**src/rtl/isa_pkg.sv**
```systemverilog
// Instruction-set constants and the field-to-word encoder shared by the
// program loader and anything else that needs to build instruction words.
package isa_pkg;

    localparam logic [3:0] OP_OR     = 4'h0;
    localparam logic [3:0] OP_SUB    = 4'h1;
    localparam logic [3:0] OP_AND_L  = 4'h2;
    localparam logic [3:0] OP_OR_L   = 4'h3;
    localparam logic [3:0] OP_XOR_L  = 4'h4;
    localparam logic [3:0] OP_NOT_L  = 4'h5;
    localparam logic [3:0] OP_NOP    = 4'h6;
    localparam logic [3:0] OP_MUL    = 4'h7;
    localparam logic [3:0] OP_LD     = 4'hC;
    localparam logic [3:0] OP_SEL    = 4'h8;
    localparam logic [3:0] OP_MEM_RD = 4'hA;
    localparam logic [3:0] OP_MEM_WR = 4'hE;

    typedef enum logic [2:0] {
        KIND_ALU_R   = 3'd0,
        KIND_ALU_I   = 3'd1,
        KIND_LD_R    = 3'd2,
        KIND_LD_I    = 3'd3,
        KIND_SEL_R   = 3'd4,
        KIND_MEM_RD  = 3'd5,
        KIND_MEM_WR  = 3'd6,
        KIND_ILLEGAL = 3'd7
    } kind_e;

    typedef enum logic [1:0] {
        ST_IDLE  = 2'd0,
        ST_LOAD  = 2'd1,
        ST_DRAIN = 2'd2,
        ST_DONE  = 2'd3
    } state_e;

    typedef struct packed {
        logic [15:0] word;
        logic        illegal;
    } enc_t;

    // Bits not named by a format stay zero; op is only checked for ALU kinds.
    function automatic enc_t encode(
        input logic [2:0] kind,
        input logic [3:0] op,
        input logic [2:0] rg,
        input logic [7:0] imm,
        input logic [9:0] addr
    );
        enc_t r;
        r.word    = 16'h0000;
        r.illegal = 1'b0;
        case (kind)
            KIND_ALU_R: begin
                r.word    = {op, 9'b0, rg};
                r.illegal = op[3];
            end
            KIND_ALU_I: begin
                r.word    = {op, 3'b0, 1'b1, imm};
                r.illegal = op[3];
            end
            KIND_LD_R:   r.word = {OP_LD, 9'b0, rg};
            KIND_LD_I:   r.word = {OP_LD, 3'b0, 1'b1, imm};
            KIND_SEL_R:  r.word = {OP_SEL, 9'b0, rg};
            KIND_MEM_RD: r.word = {OP_MEM_RD, 2'b0, addr};
            KIND_MEM_WR: r.word = {OP_MEM_WR, 2'b0, addr};
            default:     r.illegal = 1'b1;
        endcase
        return r;
    endfunction

endpackage

```
**src/rtl/instruction_fifo.sv**
```systemverilog
// Small synchronous FIFO of encoded words; head is visible combinationally
// so a word pushed at one edge can be popped in the very next cycle.
module instruction_fifo #(
    parameter int DEPTH = 4
) (
    input  logic        clk,
    input  logic        srst,
    input  logic        push,
    input  logic [15:0] wdata,
    input  logic        pop,
    output logic [15:0] head,
    output logic        full,
    output logic        empty
);
    localparam int IW = $clog2(DEPTH);

    logic [IW:0]  wr_ptr_reg, rd_ptr_reg;
    logic [15:0]  mem_reg [DEPTH];
    logic         do_push, do_pop;

    assign full    = (wr_ptr_reg[IW] != rd_ptr_reg[IW]) &&
                     (wr_ptr_reg[IW-1:0] == rd_ptr_reg[IW-1:0]);
    assign empty   = (wr_ptr_reg == rd_ptr_reg);
    assign do_push = push && !full;
    assign do_pop  = pop && !empty;
    assign head    = mem_reg[rd_ptr_reg[IW-1:0]];

    generate
        for (genvar gi = 0; gi < DEPTH; gi++) begin : g_entry
            localparam logic [IW-1:0] IDX = gi;
            always_ff @(posedge clk) begin
                if (do_push && wr_ptr_reg[IW-1:0] == IDX) begin
                    mem_reg[gi] <= wdata;
                end
            end
        end
    endgenerate

    always_ff @(posedge clk) begin
        if (srst) begin
            wr_ptr_reg <= '0;
            rd_ptr_reg <= '0;
        end else begin
            if (do_push) wr_ptr_reg <= wr_ptr_reg + 1'b1;
            if (do_pop)  rd_ptr_reg <= rd_ptr_reg + 1'b1;
        end
    end

endmodule

```
**src/rtl/instruction_encoder_loader.sv**
```systemverilog
// Encodes instruction field sets into 16-bit words and streams them into
// program memory starting at a base address, buffered through a small FIFO.
module instruction_encoder_loader
    import isa_pkg::*;
#(
    parameter int FIFO_DEPTH = 4,
    parameter int PM_AW      = 10
) (
    input  logic             clk,
    input  logic             rst,
    input  logic             start,
    input  logic [PM_AW-1:0] base_addr,
    input  logic [PM_AW:0]   word_count,
    input  logic             in_valid,
    output logic             in_ready,
    input  logic [2:0]       in_kind,
    input  logic [3:0]       in_alu_op,
    input  logic [2:0]       in_reg,
    input  logic [7:0]       in_imm,
    input  logic [9:0]       in_addr,
    input  logic             pm_busy,
    output logic             pm_wr_en,
    output logic [PM_AW-1:0] pm_addr,
    output logic [15:0]      pm_wdata,
    output logic             busy,
    output logic             done,
    output logic             err
);
    state_e           state_reg, state_next;
    logic [PM_AW-1:0] base_reg;
    logic [PM_AW:0]   count_reg, accepted_reg, written_reg, accepted_inc;
    logic             err_reg;
    enc_t             enc;
    logic             handshake, push, last_accept, active;
    logic             fifo_full, fifo_empty;
    logic [15:0]      fifo_head;

    assign enc          = encode(in_kind, in_alu_op, in_reg, in_imm, in_addr);
    assign handshake    = in_valid && in_ready;
    assign push         = handshake && !enc.illegal;
    assign accepted_inc = accepted_reg + 1'b1;
    assign last_accept  = push && (accepted_inc == count_reg);
    assign active       = (state_reg == ST_LOAD) || (state_reg == ST_DRAIN);

    instruction_fifo #(.DEPTH(FIFO_DEPTH)) u_fifo (
        .clk   (clk),
        .srst  (rst),
        .push  (push),
        .wdata (enc.word),
        .pop   (pm_wr_en),
        .head  (fifo_head),
        .full  (fifo_full),
        .empty (fifo_empty)
    );

    always_ff @(posedge clk) begin
        if (rst) state_reg <= ST_IDLE;
        else     state_reg <= state_next;
    end

    always_comb begin
        state_next = state_reg;
        case (state_reg)
            ST_IDLE:  if (start) state_next = (word_count == '0) ? ST_DONE : ST_LOAD;
            ST_LOAD:  if (last_accept) state_next = ST_DRAIN;
            ST_DRAIN: if (written_reg == count_reg && fifo_empty) state_next = ST_DONE;
            default:  state_next = ST_IDLE;
        endcase
    end

    always_comb begin
        in_ready = (state_reg == ST_LOAD) && !fifo_full && (accepted_reg < count_reg);
        pm_wr_en = active && !fifo_empty && !pm_busy;
        busy     = (state_reg != ST_IDLE);
        done     = (state_reg == ST_DONE);
    end

    always_ff @(posedge clk) begin
        if (rst) begin
            base_reg     <= '0;
            count_reg    <= '0;
            accepted_reg <= '0;
            written_reg  <= '0;
            err_reg      <= 1'b0;
        end else if (state_reg == ST_IDLE && start) begin
            base_reg     <= base_addr;
            count_reg    <= word_count;
            accepted_reg <= '0;
            written_reg  <= '0;
            err_reg      <= 1'b0;
        end else begin
            if (push)                     accepted_reg <= accepted_inc;
            if (pm_wr_en)                 written_reg  <= written_reg + 1'b1;
            if (handshake && enc.illegal) err_reg      <= 1'b1;
        end
    end

    // Address wraps naturally at the PM_AW-bit boundary.
    assign pm_addr  = base_reg + written_reg[PM_AW-1:0];
    assign pm_wdata = (active && !fifo_empty) ? fifo_head : 16'h0000;
    assign err      = err_reg;

endmodule
```
**config.mk**
```make
export PLATFORM = sky130hd
export DESIGN_NAME = instruction_encoder_loader
export DESIGN_NICKNAME = d
export VERILOG_FILES = /design/src/rtl/isa_pkg.sv /design/src/rtl/instruction_fifo.sv /design/src/rtl/instruction_encoder_loader.sv
export SDC_FILE = /design/constraint.sdc
export NUM_CORES = 1
export LEC_CHECK = 0
export BUFFER_PORTS_ARGS = -buffer_cell sky130_fd_sc_hd__buf_2
export CAP_MARGIN = 15
export CORE_ASPECT_RATIO = 0.75
export CORE_UTILIZATION = 57
export CTS_CLUSTER_DIAMETER = 120
export DETAILED_ROUTE_END_ITERATION = 12
export GPL_TIMING_DRIVEN = 0
export PLACE_DENSITY = 0.8
export SYNTH_ARGS = -nofsm -noshare
export SYNTH_HDL_FRONTEND = slang
export SYNTH_SLANG_ARGS = --single-unit
```
**constraint.sdc**
```tcl
create_clock -name clk -period 3.2 [get_ports clk]
set_input_delay 0.48 -clock clk [delete_from_list [all_inputs] [get_ports clk]]
set_output_delay 0.48 -clock clk [all_outputs]
set_load 0.005 [all_outputs]
```
==> out/results.tsv, run 1 <==
stage	metric	value	unit
route	wire_per_inst	16.9	um
global_route	grt_usage	0.250	
synth	synthFlopType	edfxtp_1	
setup_path	startpoint_type	flop	
synth	syn_area_per_cell	10.7	um2
placement	dpl_cell_area	0.00628	mm2
placement	gp_routability_congestion	0.908	
final_layout	area_growth	15.2	%
setup_path	cp_slowest_cell	dfxtp_1	
placement	dp_hpwl	9.55	mm
timing	fin_tns_setup	0	ps
synth	synthDistinctLibCells	55	
setup_path	cp_data_arrival_time	2520	ps
final_layout	seq_area	0.00277	mm2
final_layout	layout_commonest_cell	buf_2	
clocking	clock_latency	350	ps
pwr	power_density	542	mW/mm2
clocking	cts_tree	built	
clocking	root_buffer	clkbuf_16	
setup_path	end_kind	primary output	
hold_path	hold_depth	3	
setup_path	crit_type	reg2out	
synth	syn-instance-count	535	
hold_path	min_path_type	in2reg	
clocking	clk_path_buf_depth	2	
floorplan	start_util	0.590	
floorplan	rows	31	
floorplan	die_w	118	um
setup_path	crit_chain	inv_1 > ha_1 > a2111oi_0 > a21oi_1 > nor4_2 > buf_2	
synth	synthTopCellsByArea	edfxtp_1 29%, dfxtp_1 19%, ha_1 7.0%	
final_layout	largest_register_ffs	56	
setup_path	crit_fanout	6	
synth	synth_area_leader_cell	edfxtp_1	
timing	period_needed	3000	ps
final_layout	n_antenna_cell	0	
route	vias_per_cell	5.70	
global_route	grt_pass1_vias	4137	
global_route	grt_antenna_before_repair	0	
floorplan	core_area	0.00970	mm2
final_layout	fin_area	0.00660	mm2
setup_path	rr_worst_depth	8	
floorplan	die_area	0.0105	mm2
synth	syn-cell-area	0.00572	mm2
route	drcViolationCount	0	
timing	finalClockSkew	9.07	ps
final_layout	layout-drive-gt1-share	0.210	
global_route	grt_pass1_wl	19.9	mm
pwr	ir_worst_vdd	0.356	mV
pwr	p_leak	2.65	nW
synth	ys_ff_latch	110	
floorplan	die-height	88.8	um
synth	synth_top_area_share	0.294	
route	drt-initial-drc-count	276	
timing	hold_viol_final	0	
clocking	cts_setup_buffers	0	
timing	period_share	0.939	
clocking	htreeDepth	3	
route	detail-route-antenna-nets	0	
setup_path	critPathMaxStageDelay	510	ps
floorplan	top_level_ports	85	
clocking	cts_buffers	9	
synth	synth_edf_count	56	
synth	seq_area_frac_synth	0.483	
clocking	clk_pin_slew	70	ps
flow_run	maxCapViolations	0	
timing	fmax	0.333	GHz
global_route	grt_max_degree	19	
final_layout	multiInputGateArea	0.00279	mm2
run_status	outcome	finished, final reports clean	
route	dr.pass1.iters	5	
route	wl	12.9	mm
route	vias	4342	
final_layout	nets	712	
placement	place.port_buffers	78	
setup_path	worst_ep_required_time	2720	ps
timing	drv_slew	0	
timing	relSlewSlack	0.469	
synth	ys_async_sr_fraction	0	
final_layout	mostFrequentLayoutCells	84 x buf_2, 64 x nand2_1, 56 x edfxtp_1	
synth	yosysWarnings	0	
global_route	grt_overflow	0	
clocking	cts.sinks	110	
final_layout	fillers	737	
timing	setup_viol	0	
timing	worst_pin_slew	796	ps
timing	rsz0062_at_grt	false	
[worst max-delay path, delay by kind of cell, from the launching register on]
family | cells | cell delay, ps
flops | 1 | 510
fa+ha+maj | 1 | 320
simple gates | 1 | 380
compound gates | 2 | 700
buf+inv | 2 | 260
[repair_timing]
| item | CTS | global route |
|---|---|---|
| resized for setup | 5 | 6 |
| setup endpoints to repair | 33 | 13 |
| hold buffers | 0 | 0 |
| pin swaps | 0 | 1 |
[through the flow]
| stage | hold slack, ps | utilization | worst slack [ps] | power [mW] | std cells |
|---|---|---|---|---|---|
| 3_3_place_gp | 446 | 0.648 | 79.0 | 2.47 | 746 |
| 6_report | 356 | 0.680 | 197 | 3.57 | 762 |
| 3_5_place_dp | 454 | 0.648 | -51.7 | 2.51 | 746 |
| 5_1_grt | 361 | 0.680 | 42.2 | 3.74 | 762 |
| 4_1_cts | 352 | 0.678 | 12.2 | 3.57 | 762 |
| 2_1_floorplan | 441 | - | 524 | 2.25 | 536 |
[per-layer routing]
metal | global-route usage | wire length (um)
met1 | 0.321 | 5620
met2 | 0.425 | 6310
met3 | 0.0464 | 677
met4 | 0.105 | 249
met5 | 0 | 0
[path summary, 6_finish.rpt]
path                start                    to  slack [ps]
max          count_reg[4]              in_ready         200
min          base_addr[5]           base_reg[5]         360
max reg2reg  count_reg[8]  u_fifo.mem_reg[0][6]         250
min reg2reg   base_reg[6]           base_reg[6]         460
[synthesized netlist by cell type (7+ instances only)]
cell       n
nor2b_1   19
ha_1      32
xor2_1    30
mux4_2    14
a21oi_1   36
mux2i_1    7
nand3_1    7
clkbuf_1  14
and2_1     7
nand4_1    7
nor4_1     7
dfxtp_1   54
and3_1     7
xnor2_1   26
nor2_1    42
inv_1     25
nand2_1   64
o21ai_0   12
edfxtp_1  56
[power by group]
| group | leakage (nW) | switching, mW | internal (mW) |
|---|---|---|---|
| clock network | 0.143 | 0.510 | 0.560 |
| registers | 0.949 | 0.0887 | 1.58 |
| logic | 1.56 | 0.485 | 0.350 |
[logic make-up after synthesis]
family,Yosys count,share of synthesized area
and+or+nand+nor,183,0.159
DFF,110,0.483
AOI/OAI and AO/OA,82,0.0922
xor gates and xnor gates,57,0.0898
buffers and inverters,48,0.0348
adders and majority gates,33,0.0734
muxes,21,0.0673
other,1,0.000655
[final cells by class]
type / count / share of cell area
clock buffer: 11 / 0.0370
inverter: 25 / 0.0142
sequential: 110 / 0.419
tap: 132 / 0.0250
multi-input combinational: 378 / 0.423
clock inverter: 5 / 0.00607
buffer: 23 / 0.0159
timing repair buffer: 78 / 0.0592
No activity file was read; power rests on OpenSTA's default activity.
==> run 2: changes to the inputs <==
--- a/config.mk
+++ b/config.mk
@@ -7,11 +7,12 @@
 export LEC_CHECK = 0
 export BUFFER_PORTS_ARGS = -buffer_cell sky130_fd_sc_hd__buf_2
 export CAP_MARGIN = 15
-export CORE_ASPECT_RATIO = 0.75
+export CORE_ASPECT_RATIO = 1.1
 export CORE_UTILIZATION = 57
 export CTS_CLUSTER_DIAMETER = 120
 export DETAILED_ROUTE_END_ITERATION = 12
 export GPL_TIMING_DRIVEN = 0
+export HOLD_SLACK_MARGIN = 0.12
 export PLACE_DENSITY = 0.8
 export SYNTH_ARGS = -nofsm -noshare
 export SYNTH_HDL_FRONTEND = slang
==> run 2 against run 1 <==
Net effect:
- register-to-register slack got worse by 30 ps
- sequential power about the same
- hold slack got worse by 29 ps
- maximum frequency about the same
- routed wire length decreased by 4.1%
- global-route usage increased by 0.28 points
- clock skew decreased by 4.1 ps
- clock power decreased by 26%
- flip-flop and latch count unchanged
- combinational power increased by 2%
- via count decreased by 1.3%
==> out/results.tsv, run 2 (synthesis results as in run 1) <==
stage	metric	value	unit	change
floorplan	top_level_ports	85		unchanged
global_route	grt_pass1_vias	4367		was 4,137
global_route	grt_usage	0.253		was 0.250
final_layout	seq_area	0.00277	mm2	unchanged
placement	dpl_cell_area	0.00627	mm2	was 0.00628 mm2
final_layout	mostFrequentLayoutCells	84 x buf_2, 64 x nand2_1, 56 x edfxtp_1		unchanged
clocking	clk_path_buf_depth	2		unchanged
timing	rsz0062_at_grt	false		unchanged
hold_path	min_from	base_addr[5]		unchanged
global_route	grt_max_degree	20		was 19
pwr	p_leak	2.61	nW	was 2.65 nW
setup_path	worst-r2r-setup-slack	220	ps	was 250 ps
setup_path	crit_chain	inv_1 > ha_1 > a2111oi_0 > a21oi_1 > nor4_2 > buf_2		unchanged
timing	drv_slew	0		unchanged
timing	finalClockSkew	4.95	ps	was 9.07 ps
clocking	htreeDepth	3		unchanged
placement	place.port_buffers	78		unchanged
timing	period_needed	3000	ps	about the same
pwr	ir_worst_vdd	0.322	mV	was 0.356 mV
setup_path	worstReg2RegStart	count_reg[8]		unchanged
timing	hold_viol_final	0		unchanged
floorplan	core_area	0.00979	mm2	was 0.00970 mm2
setup_path	crit_start	count_reg[4]		unchanged
route	wire_per_inst	16.4	um	was 16.9 um
floorplan	start_util	0.584		was 0.590
floorplan	die-height	107	um	was 88.8 um
final_layout	multiInputGateArea	0.00280	mm2	was 0.00279 mm2
floorplan	rows	38		was 31
route	wl	12.3	mm	was 12.9 mm
pwr	power	3.30	mW	was 3.57 mW
timing	period_share	0.938		was 0.939
global_route	grt_antenna_before_repair	0		unchanged
hold_path	min_path_type	in2reg		unchanged
global_route	grt_pass1_wl	20.8	mm	was 19.9 mm
setup_path	end_kind	primary output		unchanged
final_layout	largest_register_ffs	56		unchanged
hold_path	hold_depth	3		unchanged
final_layout	post-route-util	0.663		was 0.680
clocking	root_buffer	clkbuf_8		was clkbuf_16
pwr	power_density	509	mW/mm2	was 542 mW/mm2
setup_path	crit_family	compound AO/OA/AOI/OAI gates		unchanged
timing	setup_viol	0		unchanged
final_layout	area_growth	13.4	%	was 15.2%
route	drcViolationCount	0		unchanged
clocking	cts_tree	built		unchanged
hold_path	hold_end	base_reg[5]		unchanged
clocking	cts.sinks	110		unchanged
final_layout	layout-drive-gt1-share	0.208		was 0.210
timing	hold_slack	327	ps	was 356 ps
timing	relSlewSlack	0.492		was 0.469
clocking	cts_setup_buffers	0		unchanged
flow_run	maxCapViolations	0		unchanged
clocking	clock_latency	380	ps	was 350 ps
route	dr.pass1.iters	4		was 5
final_layout	final_cell_count_no_fill	751		was 762
clocking	cts_buffers	9		unchanged
clocking	postCtsHoldBufs	0		unchanged
setup_path	cp_slowest_cell	dfxtp_1		unchanged
timing	worst_pin_slew	763	ps	was 796 ps
final_layout	nets	713		was 712
global_route	grt_overflow	0		unchanged
final_layout	fin_area	0.00649	mm2	was 0.00660 mm2
final_layout	fillers	799		was 737
route	detail-route-antenna-nets	0		unchanged
setup_path	crit_fanout	6		unchanged
timing	fmax	0.333	GHz	about the same
run_status	outcome	finished, final reports clean		unchanged
setup_path	critPathMaxStageDelay	500	ps	was 510 ps
route	vias	4285		was 4,342
placement	dp_hpwl	9.22	mm	was 9.55 mm
placement	dpl.cell_count	734		was 746
setup_path	rr_worst_depth	8		unchanged
setup_path	reg2reg_to	u_fifo.mem_reg[1][8]		was u_fifo.mem_reg[0][6]
clocking	clk_pin_slew	100	ps	was 70 ps
setup_path	crit_type	reg2out		unchanged
placement	gp_routability_congestion	0.866		was 0.908
final_layout	layout_commonest_cell	buf_2		unchanged
setup_path	startpoint_type	flop		unchanged
floorplan	die_w	97.6	um	was 118 um
setup_path	path_buf_inv	2		unchanged
route	drt-initial-drc-count	216		was 276
setup_path	worst_ep_required_time	2720	ps	about the same
route	vias_per_cell	5.71		was 5.70
setup_path	cp_data_arrival_time	2520	ps	about the same
floorplan	die_area	0.0104	mm2	was 0.0105 mm2
final_layout	n_antenna_cell	0		unchanged
==> run 2: worst max path at each step <==
stage | to | cells after the start | slack (ps)
finish | in_ready | 6 | 200
global route | u_fifo.mem_reg[1][8] | 8 | 10
CTS | u_fifo.mem_reg[2][8] | 8 | 8
detailed placement | u_fifo.mem_reg[1][7] | 8 | -1
global placement | u_fifo.mem_reg[0][7] | 8 | 80
floorplan | u_fifo.mem_reg[0][0] | 8 | 520
==> run 2: where the power goes <==
part | switching [mW] | internal, mW | leakage [nW]
combinational | 0.496 | 0.352 | 1.57
clock | 0.495 | 0.296 | 0.0890
sequential | 0.0865 | 1.58 | 0.949
==> run 2: layer usage <==
layer / up-vias / wire, um / global-route usage
li1: 2083 / - / -
met1: 2045 / 5240 / 0.309
met2: 136 / 6320 / 0.458
met3: 21 / 538 / 0.0346
met4: 0 / 232 / 0.0903
met5: - / 0 / 0
==> run 2: cell type report <==
class	instances	share of cell area
Clock inverter	6	0.00829
Multi-Input combinational cell	378	0.431
Tap cell	120	0.0231
Inverter	25	0.0145
Sequential cell	110	0.426
Buffer	23	0.0162
Clock buffer	10	0.0197
Timing Repair Buffer	79	0.0609
==> run 2: what timing repair did <==
action                                 CTS  global route
pin swaps                                0             2
endpoints found under the hold margin    0             0
gates resized for setup                  6             5
setup endpoints to repair               31            17
==> run 2: through the flow <==
step / setup WS (ps) / setup TNS (ps)
2_1_floorplan: 524 / 0
3_3_place_gp: 83.2 / 0
3_5_place_dp: -1.25 / -7.05
4_1_cts: 8.27 / 0
5_1_grt: 9.69 / 0
6_report: 197 / 0
==> run 2: worst reg2reg max path, stage by stage, from the launching register on <==
cell	delay, ps
dfxtp_1	430
inv_1	70
ha_1	310
a211oi_1	210
nor2_1	100
or4_4	580
nor2_8	170
buf_2	310
and2_2	460
